### src/rtl/multiplexador_arbitrado_if.sv
// multiplexador_arbitrado_if: channel inputs, select controls and registered result handshake
interface multiplexador_arbitrado_if #(
  parameter int LARGURA = 16,
  parameter int CANAIS  = 4,
  parameter int SEL_W   = $clog2(CANAIS)
);
  logic [CANAIS*LARGURA-1:0] entrada;
  logic [CANAIS-1:0]         entrada_valida;
  logic [CANAIS-1:0]         entrada_pronta;
  logic [SEL_W-1:0]          M;
  logic                      modo;
  logic [LARGURA-1:0]        resultado;
  logic                      resultado_valido;
  logic                      resultado_pronto;
  logic [SEL_W-1:0]          canal;
  modport master (
    output entrada, entrada_valida, M, modo, resultado_pronto,
    input  entrada_pronta, resultado, resultado_valido, canal
  );
  modport slave (
    input  entrada, entrada_valida, M, modo, resultado_pronto,
    output entrada_pronta, resultado, resultado_valido, canal
  );
endinterface

### src/rtl/multiplexador_arbitrado.sv
// multiplexador_arbitrado: fixed-select or round-robin N:1 mux into a one-word output register
module multiplexador_arbitrado #(
  parameter int LARGURA = 16,
  parameter int CANAIS  = 4,
  parameter int SEL_W   = $clog2(CANAIS)
) (
  input logic                     clock,
  input logic                     reset_n,
  multiplexador_arbitrado_if.slave bus
);
  typedef enum logic {VAZIO, CHEIO} estado_t;
  estado_t            estado_q, estado_d;
  logic [LARGURA-1:0] resultado_q, resultado_d;
  logic [SEL_W-1:0]   canal_q, canal_d;
  logic [SEL_W-1:0]   ponteiro_q, ponteiro_d;
  logic               carga, concede;
  logic [SEL_W-1:0]   g, idx;
  assign carga = (estado_q == VAZIO) || bus.resultado_pronto;
  // Round-robin scans downward so the lowest offset from ponteiro is the last (winning) assignment
  always_comb begin
    concede = 1'b0;
    g = '0;
    idx = '0;
    if (reset_n && carga) begin
      if (!bus.modo) begin
        concede = (int'(bus.M) < CANAIS) && bus.entrada_valida[bus.M];
        g = bus.M;
      end else begin
        for (int k = CANAIS - 1; k >= 0; k--) begin
          idx = SEL_W'((int'(ponteiro_q) + k) % CANAIS);
          if (bus.entrada_valida[idx]) begin
            concede = 1'b1;
            g = idx;
          end
        end
      end
    end
  end
  assign bus.entrada_pronta = concede ? (CANAIS'(1) << g) : '0;
  always_comb begin
    estado_d = estado_q;
    resultado_d = resultado_q;
    canal_d = canal_q;
    ponteiro_d = ponteiro_q;
    if (concede) begin
      estado_d = CHEIO;
      resultado_d = bus.entrada[int'(g)*LARGURA +: LARGURA];
      canal_d = g;
      ponteiro_d = bus.modo ? SEL_W'((int'(g) + 1) % CANAIS) : ponteiro_q;
    end else if (carga) begin
      estado_d = VAZIO;
    end
  end
  always_ff @(posedge clock or negedge reset_n) begin
    if (!reset_n) begin
      estado_q <= VAZIO;
      resultado_q <= '0;
      canal_q <= '0;
      ponteiro_q <= '0;
    end else begin
      estado_q <= estado_d;
      resultado_q <= resultado_d;
      canal_q <= canal_d;
      ponteiro_q <= ponteiro_d;
    end
  end
  assign bus.resultado = resultado_q;
  assign bus.canal = canal_q;
  assign bus.resultado_valido = (estado_q == CHEIO);
endmodule

### src/flat_wrapper.sv
// flat-port wrapper written by rule: the top's interface ports become plain ports
module multiplexador_arbitrado_flat 
#(
  parameter int LARGURA = 16,
  parameter int CANAIS  = 4,
  parameter int SEL_W   = $clog2(CANAIS)
)
  (clock, reset_n, bus_entrada, bus_entrada_valida, bus_M, bus_modo, bus_resultado_pronto, bus_entrada_pronta, bus_resultado, bus_resultado_valido, bus_canal);
  multiplexador_arbitrado_if #(.LARGURA(LARGURA), .CANAIS(CANAIS), .SEL_W(SEL_W)) bus_i ();
  input logic clock;
  input logic reset_n;
  input wire logic [$bits(bus_i.entrada)-1:0] bus_entrada;
  input wire logic [$bits(bus_i.entrada_valida)-1:0] bus_entrada_valida;
  input wire logic [$bits(bus_i.M)-1:0] bus_M;
  input wire logic [$bits(bus_i.modo)-1:0] bus_modo;
  input wire logic [$bits(bus_i.resultado_pronto)-1:0] bus_resultado_pronto;
  output wire logic [$bits(bus_i.entrada_pronta)-1:0] bus_entrada_pronta;
  output wire logic [$bits(bus_i.resultado)-1:0] bus_resultado;
  output wire logic [$bits(bus_i.resultado_valido)-1:0] bus_resultado_valido;
  output wire logic [$bits(bus_i.canal)-1:0] bus_canal;
  assign bus_i.entrada = bus_entrada;
  assign bus_i.entrada_valida = bus_entrada_valida;
  assign bus_i.M = bus_M;
  assign bus_i.modo = bus_modo;
  assign bus_i.resultado_pronto = bus_resultado_pronto;
  assign bus_entrada_pronta = bus_i.entrada_pronta;
  assign bus_resultado = bus_i.resultado;
  assign bus_resultado_valido = bus_i.resultado_valido;
  assign bus_canal = bus_i.canal;
  multiplexador_arbitrado #(.LARGURA(LARGURA), .CANAIS(CANAIS), .SEL_W(SEL_W)) u_core (.clock(clock), .reset_n(reset_n), .bus(bus_i));
endmodule
### config.mk
export PLATFORM = sky130hd
export DESIGN_NAME = multiplexador_arbitrado_flat
export DESIGN_NICKNAME = d
export VERILOG_FILES = /design/src/rtl/multiplexador_arbitrado_if.sv /design/src/rtl/multiplexador_arbitrado.sv /design/src/flat_wrapper.sv
export SDC_FILE = /design/constraint.sdc
export NUM_CORES = 1
export LEC_CHECK = 0
export BUFFER_PORTS_ARGS = -buffer_cell sky130_fd_sc_hd__buf_2
export CORE_MARGIN = 4
export CORE_UTILIZATION = 40
export CTS_CLUSTER_DIAMETER = 150
export DETAILED_ROUTE_END_ITERATION = 7
export PLACE_DENSITY = 0.75
export SLEW_MARGIN = 0
export SYNTH_ARGS = -nofsm -noshare
export SYNTH_HDL_FRONTEND = slang
export SYNTH_SLANG_ARGS = --single-unit
### constraint.sdc
create_clock -name clock -period 2.4 [get_ports clock]
set_clock_uncertainty 0.2 [all_clocks]
set_input_delay 0.24 -clock clock [delete_from_list [all_inputs] [get_ports clock]]
set_output_delay 0.24 -clock clock [all_outputs]
set_load 0.01 [all_outputs]
======== Word level (Yosys, flattened, before mapping) ========
Cells that the tools add are included.
operators by class
  reductions and logical operators ........ 4
  add/sub/neg operators ................... 4
  mux-type cells .......................... 25
  magnitude comparators ................... 5
  shift-type cells ........................ 2
  bitwise logic cells ..................... 1
operator list
  kind                                                         count
  indexed part select 64 x 7 -> 16 bit                         1
  less-than comparator 2 x 3 -> 1 bit (second input constant)  5
  2-to-1 mux 1 bit                                             13
  2-to-1 mux 2 bit                                             6
  binary-select mux 1 bit (select 2 bit)                       5
  adder 2 x 1 -> 2 bit (second input constant)                 2
  adder 2 bit (second input constant)                          2
  2-to-1 mux 4 bit                                             1
  << shifter 1 x 2 -> 4 bit (first input constant)             1
  AND reduction 2 bit                                          1
  nonzero test 2 bit                                           1
  logical AND 1 bit                                            1
  logical OR 1 bit                                             1
  NOT 1 bit                                                    1
word-level totals
  logic and storage cells ................. 45
  bits of input ports ..................... 74
  output and inout port bits .............. 23
  register bits after elaboration ......... 21

======== Depth between registers and ports, before layout ========
Gate-level depths: netlist (run 1).
  word-level depth ........................ 11
  gate-level depth with buffers ........... 8
  mapped depth without buffers ............ 6

======== Worst setup path after synthesis (run 1) ========
Ideal clock, no wire load.
  path kind ............................... register -> output
  from .................................... reg u_core.estado_q, in the netlist u_core.bus.resultado_valido
  to ...................................... out bus_entrada_pronta[2]
  arrival time ............................ 1.624 ns
  data required time ...................... 1.960 ns
  stages on the path, launching flop included .. 8
  buffers on the path ..................... 2
  setup slack ............................. 0.336 ns
  cells stage by stage .................... dfrtp_1 > nand2b_1 > clkbuf_1 > nand2_1 > a21oi_4 > nand3_4 > buf_2 > nor2_1
on the way
  cells in the longest elaborated chain, start to end .. 6
  elaborated cells between the ends (all ways) .. 7
  classes of those cells .................. shift: 1; mux: 3; bitwise: 1; reduce/logical: 2
RTL lines
  what                       RTL line                       text
  from (decl)                multiplexador_arbitrado.sv:12  estado_t estado_q, estado_d;
  from (signal assigned)     multiplexador_arbitrado.sv:61  estado_q <= estado_d;
  NOT 1 bit (*)              multiplexador_arbitrado.sv:18  assign carga = (estado_q == VAZIO) || bus.resultado_pronto;
  logical OR 1 bit (*)       multiplexador_arbitrado.sv:18
  logical AND 1 bit (*)      multiplexador_arbitrado.sv:24  if (reset_n && carga) begin
  2-to-1 mux 2 bit           multiplexador_arbitrado.sv:24
  << shifter 1 x 2 -> 4 bit  multiplexador_arbitrado.sv:39  assign bus.entrada_pronta = concede ? (CANAIS'(1) << g) : '0;
  2-to-1 mux 4 bit (*)       multiplexador_arbitrado.sv:39
  to (decl)                  flat_wrapper.sv:17             output wire logic [$bits(bus_i.entrada_pronta)-1:0] bus_entrada_pronta;
Mark *: on every way between the ends. The rest lies on a longest branch, timed or not.

======== Final worst setup path (run 1) ========
  from .................................... reg u_core.ponteiro_q[1]
  to ...................................... out bus_entrada_pronta[2]
on the way
  cells in the longest elaborated chain, start to end .. 11
  elaborated cells between the ends (all ways) .. 25
  classes of those cells .................. add/sub: 3; shift: 1; mux: 21
RTL lines
  what                                    RTL line                       text
  from (decl)                             multiplexador_arbitrado.sv:15  logic [SEL_W-1:0] ponteiro_q, ponteiro_d;
  from (signal assigned)                  multiplexador_arbitrado.sv:64  ponteiro_q <= ponteiro_d;
  adder 2 bit                             multiplexador_arbitrado.sv:30  idx = SEL_W'((int'(ponteiro_q) + k) % CANAIS);
  binary-select mux 1 bit (select 2 bit)  multiplexador_arbitrado.sv:31  if (bus.entrada_valida[idx]) begin
  2-to-1 mux 1 bit (not written as such)  multiplexador_arbitrado.sv:31
  2-to-1 mux 2 bit (4 in a row)           multiplexador_arbitrado.sv:31
  2-to-1 mux 2 bit                        multiplexador_arbitrado.sv:25  if (!bus.modo) begin
  2-to-1 mux 2 bit                        multiplexador_arbitrado.sv:24
  << shifter 1 x 2 -> 4 bit               multiplexador_arbitrado.sv:39
  2-to-1 mux 4 bit (*)                    multiplexador_arbitrado.sv:39
Mark *: on every way between the ends. The rest lies on a longest branch, timed or not. The select of a mux whose other input is x is not followed.

==> out/results.ini, run 1 <==
[pwr]
leakagePower_nw=1.18
p_switching_uw=458
fin_total_pwr_mw=1.26
combPwrFrac=0.422
p_clk_frac=0.181
powerDensity_nw_per_um2=556
p_sw_frac=0.363
ir_worst_vdd_mv=0.320
p_int_uw=803
seqPwrFrac=0.397

[critical_path]
cp-end-kind=output pin
cp.arrival_ps=1870
crit_type=reg -> out
r2r-start=u_core.ponteiro_q[1]
path_buf_inv=1
r2r_slack_ps=270
crit_chain=nor2b_1, nor3b_1, o31ai_2, nand2_2, nor2_1, buf_2
critical-path-max-stage-delay_ps=450
crit_slowest_cell=dfrtp_2
crit_required_ps=1960
cp_top_family=simple AND/OR/NAND/NOR gates
reg2reg_depth=6
critPathLaunchType=flop
crit_fanout=17
r2r_end=u_core.bus.resultado[7]

[drt]
route.vias.total=1700
first_iter_violations=58
wire_per_inst_um=15.6
remaining_drc_errors=0
drt-vias-per-instance=5.47
wl_um=4860
drt_pass1_iterations=6
ant_nets=0

[sta]
grt_setup_unrepaired=true
hold_viol_final=0
tightest_slew_ps=436
max_freq_mhz=432
min_period_over_period=0.964
setup_tns_ps=0
setup_ws_ps=86.5
max_slew_margin=0.708
drv_slew=0
finalSetupViolations=0
min_period_ps=2310
fin_hold_ws_ps=125

[synth]
synthDistinctLibCells=36
synth_cells=158
synth_area_um2=1620
yosys_warnings=0
synth_seq_cells=21
ys_seq_area_frac=0.324
synth_fp_nets=232
syn_avg_cell_area_um2=10.3

[min_path]
hold_class=in -> reg
min_from=bus_entrada[18]
holdPathStages=3
hold_end=u_core.bus.resultado[2]

[cells_and_area]
layout-drive-gt1-share=0.544
final_cell_area_um2=2270
fin_nets=338
fin_util=0.597
final_cells=311
antennaDiodeCount=0
area_growth_pct=39.7

[cts]
cts_buffers=3
cts_tree=yes
clk_pin_slew_ps=80
cts_buffer_depth=2
clk_latency_ps=250
root_buffer=clkbuf_8
htreeDepth=1
numClockSinks=21

[die]
die_area_um2=5140
start_util=0.428
core-area_um2=3800
rows=22
fp.dieW_um=71.7
fp.dieH_um=71.7
io_pins=97

[placement]
numPortBuffers=96
gp_congestion=0.849
post_dp_cell_area_um2=2140
dp.cells=298
hpwlAfterDp_um=3760
preCtsSetupSlack_ps=234

[global_route]
antenna_found_initial=0
grt_pass1_vias=1666
gr-total-overflow=0
track_usage=0.183
grt_max_degree=25
grt_first_pass_wirelength_um=7710

[flow_run]
maxCapViolations=0

[outcome]
status=finished clean

==> layout by cell type (no fill, tap or decap), types with 3 or more instances in the layout <==
cell type / n
clkbuf_8: 3
nor2_1: 20
nor2b_1: 3
mux2i_1: 16
a211oi_1: 7
and3_1: 17
a221oi_1: 10
dfrtp_1: 20
a211oi_2: 10
buf_2: 96
nand2_1: 11
a221oi_2: 7
buf_4: 13
==> state kept, by name, indices dropped and copies added, names as in the netlist <==
| signal | count |
|---|---|
| u_core.bus.resultado | 16 |
| u_core.bus.canal | 2 |
| u_core.ponteiro_q | 2 |
| u_core.bus.resultado_valido | 1 |
==> worst register-to-register path, cell delays in order, from the launching register on <==
cell and delay [ps]:
dfrtp_2 450, nor2b_1 120, nor3b_1 60, o31ai_2 310
nand2_2 340, a221oi_1 450, a211oi_2 80
==> synthesized netlist by cell type (all sizes together) <==
library cell | instances | area share
a21oi | 4 | 0.026
nand3 | 1 | 0.011
o31ai | 2 | 0.021
a21boi | 1 | 0.0046
mux2i | 16 | 0.099
or2b | 1 | 0.0046
nand2b | 1 | 0.0039
and3 | 17 | 0.065
a21o | 1 | 0.0046
clkbuf | 4 | 0.0092
o311a | 1 | 0.0062
mux4 | 1 | 0.014
inv | 4 | 0.0092
dfrtp | 21 | 0.32
nand4bb | 1 | 0.0069
a211oi | 17 | 0.11
and2 | 1 | 0.0039
nor2b | 3 | 0.012
xnor2 | 1 | 0.0054
o41ai | 1 | 0.010
nor2 | 20 | 0.046
nor3b | 1 | 0.0046
o21ai | 2 | 0.0062
a221oi | 17 | 0.12
buf | 7 | 0.049
nand2 | 12 | 0.029
==> worst max path at each step <==
stage                                 from                       to  slack, ps  depth (start not counted)
2_1_floorplan  u_core.bus.resultado_valido    bus_entrada_pronta[2]        340                          7
3_3_place_gp          u_core.ponteiro_q[1]  u_core.bus.resultado[7]        250                          6
3_5_place_dp          u_core.ponteiro_q[1]  u_core.bus.resultado[7]        230                          6
4_1_cts        u_core.bus.resultado_valido    bus_entrada_pronta[2]          8                          6
5_1_grt               u_core.ponteiro_q[1]    bus_entrada_pronta[2]        -30                          6
6_report              u_core.ponteiro_q[1]    bus_entrada_pronta[2]         90                          6
==> repair_timing <==
item / CTS / global route
pin swaps: 0 / 1
setup endpoints to repair: 1 / 3
gates resized for setup: 2 / 2
endpoints found under the hold margin: 8 / 0
setup buffers: 0 / 7
hold buffers: 2 / 0
==> cell type report <==
cell class	count	area, µm²
Timing Repair Buffer	112	618
Tap cell	48	60.1
Multi-Input combinational cell	122	1000
Clock buffer	4	45.0
Fill cell	336	1530
Inverter	4	15.0
Sequential cell	21	527
==> cells by family (layout without fill, tap and decap cells) <==
family	Yosys count	after routing	share of synthesized area
xor gates and xnor gates	1	1	0.00539
muxes	17	17	0.112
DFF	21	21	0.324
AOI/OAI and AO/OA	46	46	0.304
and+or+nand+nor	58	58	0.187
buffers and inverters	15	120	0.0678
==> power by group through the flow <==
stage / Combinational (mW) / Clock [mW] / Sequential, mW
floorplan: 0.285 / 0 / 0.535
global placement: 0.519 / 0 / 0.503
detailed placement: 0.525 / 0 / 0.502
CTS: 0.532 / 0.232 / 0.498
global route: 0.588 / 0.252 / 0.513
finish: 0.533 / 0.228 / 0.500
==> routing by layer <==
| metal | GRT usage | up-vias | wire, µm | share of wire |
|---|---|---|---|---|
| met4 | 0.0522 | 0 | 57 | 0.012 |
| met3 | 0.0421 | 8 | 412 | 0.085 |
| met1 | 0.235 | 800 | 1880 | 0.39 |
| met2 | 0.308 | 69 | 2510 | 0.52 |
| met5 | 0 | - | 0 | 0 |
| li1 | - | 823 | - | - |
Power figures use the tool's default switching activity.
==> inputs of run 2 (changes only) <==
ABC_AREA = 1   (was unset)
GPL_ROUTABILITY_DRIVEN = 0   (was unset)
HOLD_SLACK_MARGIN = 0.1   (was unset)
PLACE_DENSITY = 0.72   (was 0.75)
==> out/results.ini, run 2 <==
[sta]
setup_ws_ps=-39.1
finalSetupViolations=3
tightest_slew_ps=399
drv_slew=0
hold_viol_final=0
min_period_over_period=1.02
max_freq_mhz=410
min_period_ps=2440
max_slew_margin=0.731
grt_setup_unrepaired=true

[critical_path]
critPathLaunchType=flop
crit_fanout=8
r2r-start=u_core.ponteiro_q[0]
crit_type=reg -> out
crit_top_cell=nand2_2
cp.arrival_ps=2000
cp-end-kind=output pin
r2r_end=u_core.bus.resultado[0]
crit_chain=clkinv_4, nand2_2, nand2_2, nand2_2, nand2_2, nand2_2, nand2_2, a21oi_2, nand2_2, nand2_4, nand2_4, inv_2, nand2_2, nor2_2, buf_2
critical-path-max-stage-delay_ps=470
reg2reg_depth=17
critical_path.startpoint=u_core.ponteiro_q[0]
crit_required_ps=1960
r2r_slack_ps=120
endpoint=bus_entrada_pronta[1]
crit_slowest_cell=dfrtp_2

[min_path]
hold_class=in -> reg
holdPathStages=5

[placement]
preCtsSetupSlack_ps=96.3
numPortBuffers=96
hpwlAfterDp_um=4210

[synth]
ys_seq_area_frac=0.285
synth_area_um2=1840
synth_edf_count=0
synth_most_common_cell=nor2_1
yosys_warnings=0
syn_avg_cell_area_um2=6.14
synth_cells=300
synth_top_area_frac=0.285
synthDistinctLibCells=24
yosys.area.top_type=dfrtp_1
synth_ff_type=dfrtp_1
synth_fp_nets=374
synthTopCellsByArea=dfrtp_1 29%, nor2_1 15%, nand3_1 14%
synth_commonest_cells=73 x nor2_1, 53 x nand3_1, 51 x nand2_1
ys_async_sr_fraction=1.00
synth_seq_cells=21

[cells_and_area]
area_growth_pct=43.8
antennaDiodeCount=0
fillCellCount=425
final_cell_mix=96 x buf_2, 68 x nor2_1, 51 x nand3_1
seq_area_um2=527
largest_reg_flops=16
final_common_cell=buf_2
layout-drive-gt1-share=0.405
fin_nets=480
multi_input_area_um2=1150

[drt]
wire_per_inst_um=13.1
first_iter_violations=127
ant_nets=0
wl_met3_um=314
routed-wl-met2_um=3020
route.vias.total=2301
remaining_drc_errors=0
top_layer=met4
wl_um=5980
drt-vias-per-instance=5.04
drt-met1-wl_um=2600
drt_pass1_iterations=5

[die]
die_area_um2=5750
rows=24
core-area_um2=4410
start_util=0.417
io_pins=97
fp.dieH_um=75.9
fp.dieW_um=75.9

[cts]
cts_tree=yes
cts_buffers=3
htreeDepth=1
root_buffer=clkbuf_8
clk_pin_slew_ps=90
numClockSinks=21
cts_buffer_depth=2
clk_latency_ps=260

[pwr]
leakagePower_nw=1.40
p_switching_uw=941
p_int_mw=1.16
fin_total_pwr_mw=2.10
p_clk_frac=0.117
powerDensity_nw_per_um2=795
p_sw_frac=0.447
ir_worst_vdd_mv=0.354
combPwrFrac=0.616
seqPwrFrac=0.268

[global_route]
track_usage=0.196
grt_first_pass_wirelength_um=8790
gr-total-overflow=0
grt_max_degree=46
grt_pass1_vias=2006
antenna_found_initial=0

[flow_run]
maxCapViolations=0

[outcome]
status=complete, but fails checks
violations=setup timing

run 2: final cells by class:
cell class | instances | area share
multi-input cells | 233 | 0.436
flip-flops and latches | 21 | 0.199
clock buffers | 3 | 0.0156
clock inverters | 1 | 0.00189
repair buffers | 120 | 0.280
inverters | 27 | 0.0430
well taps | 52 | 0.0246
run 2: worst max-delay path: cells and delay by family, from the launching register on:
family	cells	cell delay [ps]
flip-flops	1	470
AO/OA/AOI/OAI	1	150
buffers and inverters	3	310
AND/OR/NAND/NOR	11	800
run 2: cell families (layout without fill, tap and decap cells):
family,after synthesis,after routing,share of synthesized area
AOI/OAI and AO/OA,25,25,0.0700
buffers and inverters,46,151,0.137
DFF,21,21,0.285
and+or+nand+nor,208,208,0.508
run 2: stage by stage:
step / hold WS (ps) / instances / util / instance area (µm²) / TNS, ps
after floorplan: -256 / 300 / - / 1840 / 0
after global placement: 75.2 / 439 / 0.528 / 2330 / 0
after detailed placement: 77.8 / 439 / 0.528 / 2330 / 0
after CTS: 113 / 447 / 0.548 / 2420 / -6.89
after global routing: 146 / 457 / 0.600 / 2650 / -1120
final: 120 / 457 / 0.600 / 2650 / -92.6
run 2: how the worst min path moves through the flow:
stage | from | endpoint | slack [ps]
after floorplan | reset_n | u_core.bus.canal[0] | -260
after global placement | reset_n | u_core.bus.resultado[12] | 80
after detailed placement | reset_n | u_core.bus.resultado[13] | 80
after CTS | bus_entrada[44] | u_core.bus.resultado[12] | 110
after global routing | bus_entrada[44] | u_core.bus.resultado[12] | 150
final | bus_entrada[44] | u_core.bus.resultado[12] | 120
run 2: repair_timing:
item	4_1_cts	5_1_grt
endpoints found under the setup margin	4	5
hold buffers	2	0
setup buffers	2	8
pin swaps	1	17
gates resized for setup	4	29
endpoints found under the hold margin	22	0
gates cloned	0	2
run 2: layer usage:
layer  vias to the layer above  GRT usage
met4                         0     0.0563
met5                         -          0
met1                      1042      0.270
li1                       1189          -
met3                         4     0.0211
met2                        66      0.323
run 2: power by group through the flow:
stage	Sequential, mW	Combinational [mW]	Clock [mW]
5_1_grt	0.582	1.43	0.276
3_3_place_gp	0.563	1.01	0
4_1_cts	0.561	1.06	0.257
2_1_floorplan	0.603	0.727	0
3_5_place_dp	0.568	1.02	0
6_report	0.564	1.30	0.245
==> inputs of run 3 (changes only) <==
CORE_ASPECT_RATIO = 0.5   (was unset)
==> out/results.ini, run 3 (synthesis gave the netlist of run 2 again) <==
[outcome]
status=complete, but fails checks
violations=setup timing

[cells_and_area]
fin_util=0.589
fillCellCount=454
antennaDiodeCount=0
area_growth_pct=41.5
final_cell_mix=96 x buf_2, 72 x nor2_1, 53 x nand3_1
final_common_cell=buf_2
largest_reg_flops=16
fin_nets=479
layout-drive-gt1-share=0.369
final_cell_area_um2=2610
multi_input_area_um2=1140
seq_area_um2=527

[critical_path]
crit_slowest_cell=dfrtp_2
crit_fanout=8
r2r_slack_ps=50
critical-path-max-stage-delay_ps=460
reg2reg_depth=17
cp.arrival_ps=2010
cp-end-kind=output pin
r2r-start=u_core.ponteiro_q[0]
crit_chain=clkinv_4, nand2_1, nand2_1, nand2_2, nand2_2, nand2_2, nand2_2, a21oi_2, nand2_2, nand2_4, nand2_8, inv_4, nand2_2, nor2_1, buf_2
crit_required_ps=1960
crit_type=reg -> out
crit_top_cell=nand2_2
r2r_end=u_core.bus.resultado[4]
critPathLaunchType=flop

[pwr]
fin_total_pwr_mw=2.05
p_switching_uw=937
powerDensity_nw_per_um2=788
combPwrFrac=0.609
seqPwrFrac=0.275
ir_worst_vdd_mv=0.264
p_sw_frac=0.456
p_int_mw=1.12
p_clk_frac=0.116
leakagePower_nw=1.39

[sta]
min_period_over_period=1.02
max_freq_mhz=408
hold_viol_final=0
max_slew_margin=0.700
grt_setup_unrepaired=true
finalSetupViolations=3
drv_slew=0
min_period_ps=2450
setup_ws_ps=-50.4
tightest_slew_ps=446

[min_path]
hold_class=in -> reg
hold_end=u_core.bus.resultado[0]
min_from=bus_entrada[0]
holdPathStages=5

[die]
start_util=0.416
io_pins=97
fp.dieH_um=56.0
fp.dieW_um=104
core-area_um2=4420
rows=17
die_area_um2=5820

[global_route]
track_usage=0.189
grt_first_pass_wirelength_um=9220
grt_pass1_vias=2114
antenna_found_initial=0
gr-total-overflow=0
grt_max_degree=33

[cts]
cts_tree=yes
numClockSinks=21
clk_pin_slew_ps=80
htreeDepth=1
cts_buffer_depth=2
root_buffer=clkbuf_8
clk_latency_ps=270
cts_buffers=3

[drt]
first_iter_violations=140
drt-vias-per-instance=5.09
remaining_drc_errors=0
wl_um=5940
drt_pass1_iterations=4
route.vias.total=2348
ant_nets=0
wire_per_inst_um=12.9

[placement]
numPortBuffers=96
post_dp_cell_area_um2=2350
hpwlAfterDp_um=4280

[flow_run]
maxCapViolations=0

==> run 3: final cells by class <==
type	count	area share
Multi-Input combinational cell	233	0.438
Timing Repair Buffer	119	0.270
Sequential cell	21	0.202
Inverter	27	0.0446
Tap cell	57	0.0274
Clock buffer	3	0.0158
Clock inverter	1	0.00192
==> run 3: through the flow <==
stage / hold WS, ps / std cells / setup TNS [ps] / setup slack, ps
finish: 124 / 461 / -113 / -50.4
CTS: 118 / 455 / 0 / 2.48
global placement: 43.5 / 444 / 0 / 189
floorplan: -256 / 300 / 0 / 287
detailed placement: 52.3 / 444 / 0 / 97.4
global route: 132 / 461 / -1520 / -166
==> run 3: power groups by stage <==
stage | registers (mW) | clock network [mW] | logic (mW)
after floorplan | 0.603 | 0 | 0.727
after global placement | 0.568 | 0 | 1.01
after detailed placement | 0.569 | 0 | 1.04
after CTS | 0.565 | 0.251 | 1.10
after global routing | 0.583 | 0.262 | 1.38
final | 0.565 | 0.239 | 1.25
==> run 3: worst max path at each step <==
stage / startpoint / end / slack [ps] / cells past startpoint
2_1_floorplan: u_core.ponteiro_q[0] / bus_entrada_pronta[3] / 290 / 12
3_3_place_gp: u_core.ponteiro_q[0] / bus_entrada_pronta[3] / 190 / 12
3_5_place_dp: u_core.ponteiro_q[0] / bus_entrada_pronta[3] / 100 / 12
4_1_cts: u_core.ponteiro_q[0] / bus_entrada_pronta[2] / 2 / 14
5_1_grt: u_core.ponteiro_q[0] / bus_entrada_pronta[1] / -170 / 15
6_report: u_core.ponteiro_q[0] / bus_entrada_pronta[1] / -50 / 15
==> run 3: what timing repair did <==
action / 4_1_cts / 5_1_grt
gates resized for setup: 7 / 20
setup endpoints to repair: 4 / 17
pin swaps: 1 / 13
buffers inserted: 5 / 5
cloned: 0 / 1
hold buffers: 2 / 0
hold endpoints to repair: 22 / 0
==> run 3: critical path, delay by kind of cell, from the launching register on <==
family / cells / cell delay (ps)
buffers and inverters: 3 / 320
AO/OA/AOI/OAI: 1 / 150
flip-flops: 1 / 460
AND/OR/NAND/NOR: 11 / 790
==> run 3: routing by layer <==
metal  vias up  GRT usage  share of wire
li1       1186          -              -
met1      1076      0.240           0.42
met2        76      0.337           0.50
met3        10     0.0290          0.058
met4         0     0.0492          0.017
met5         -          0              0
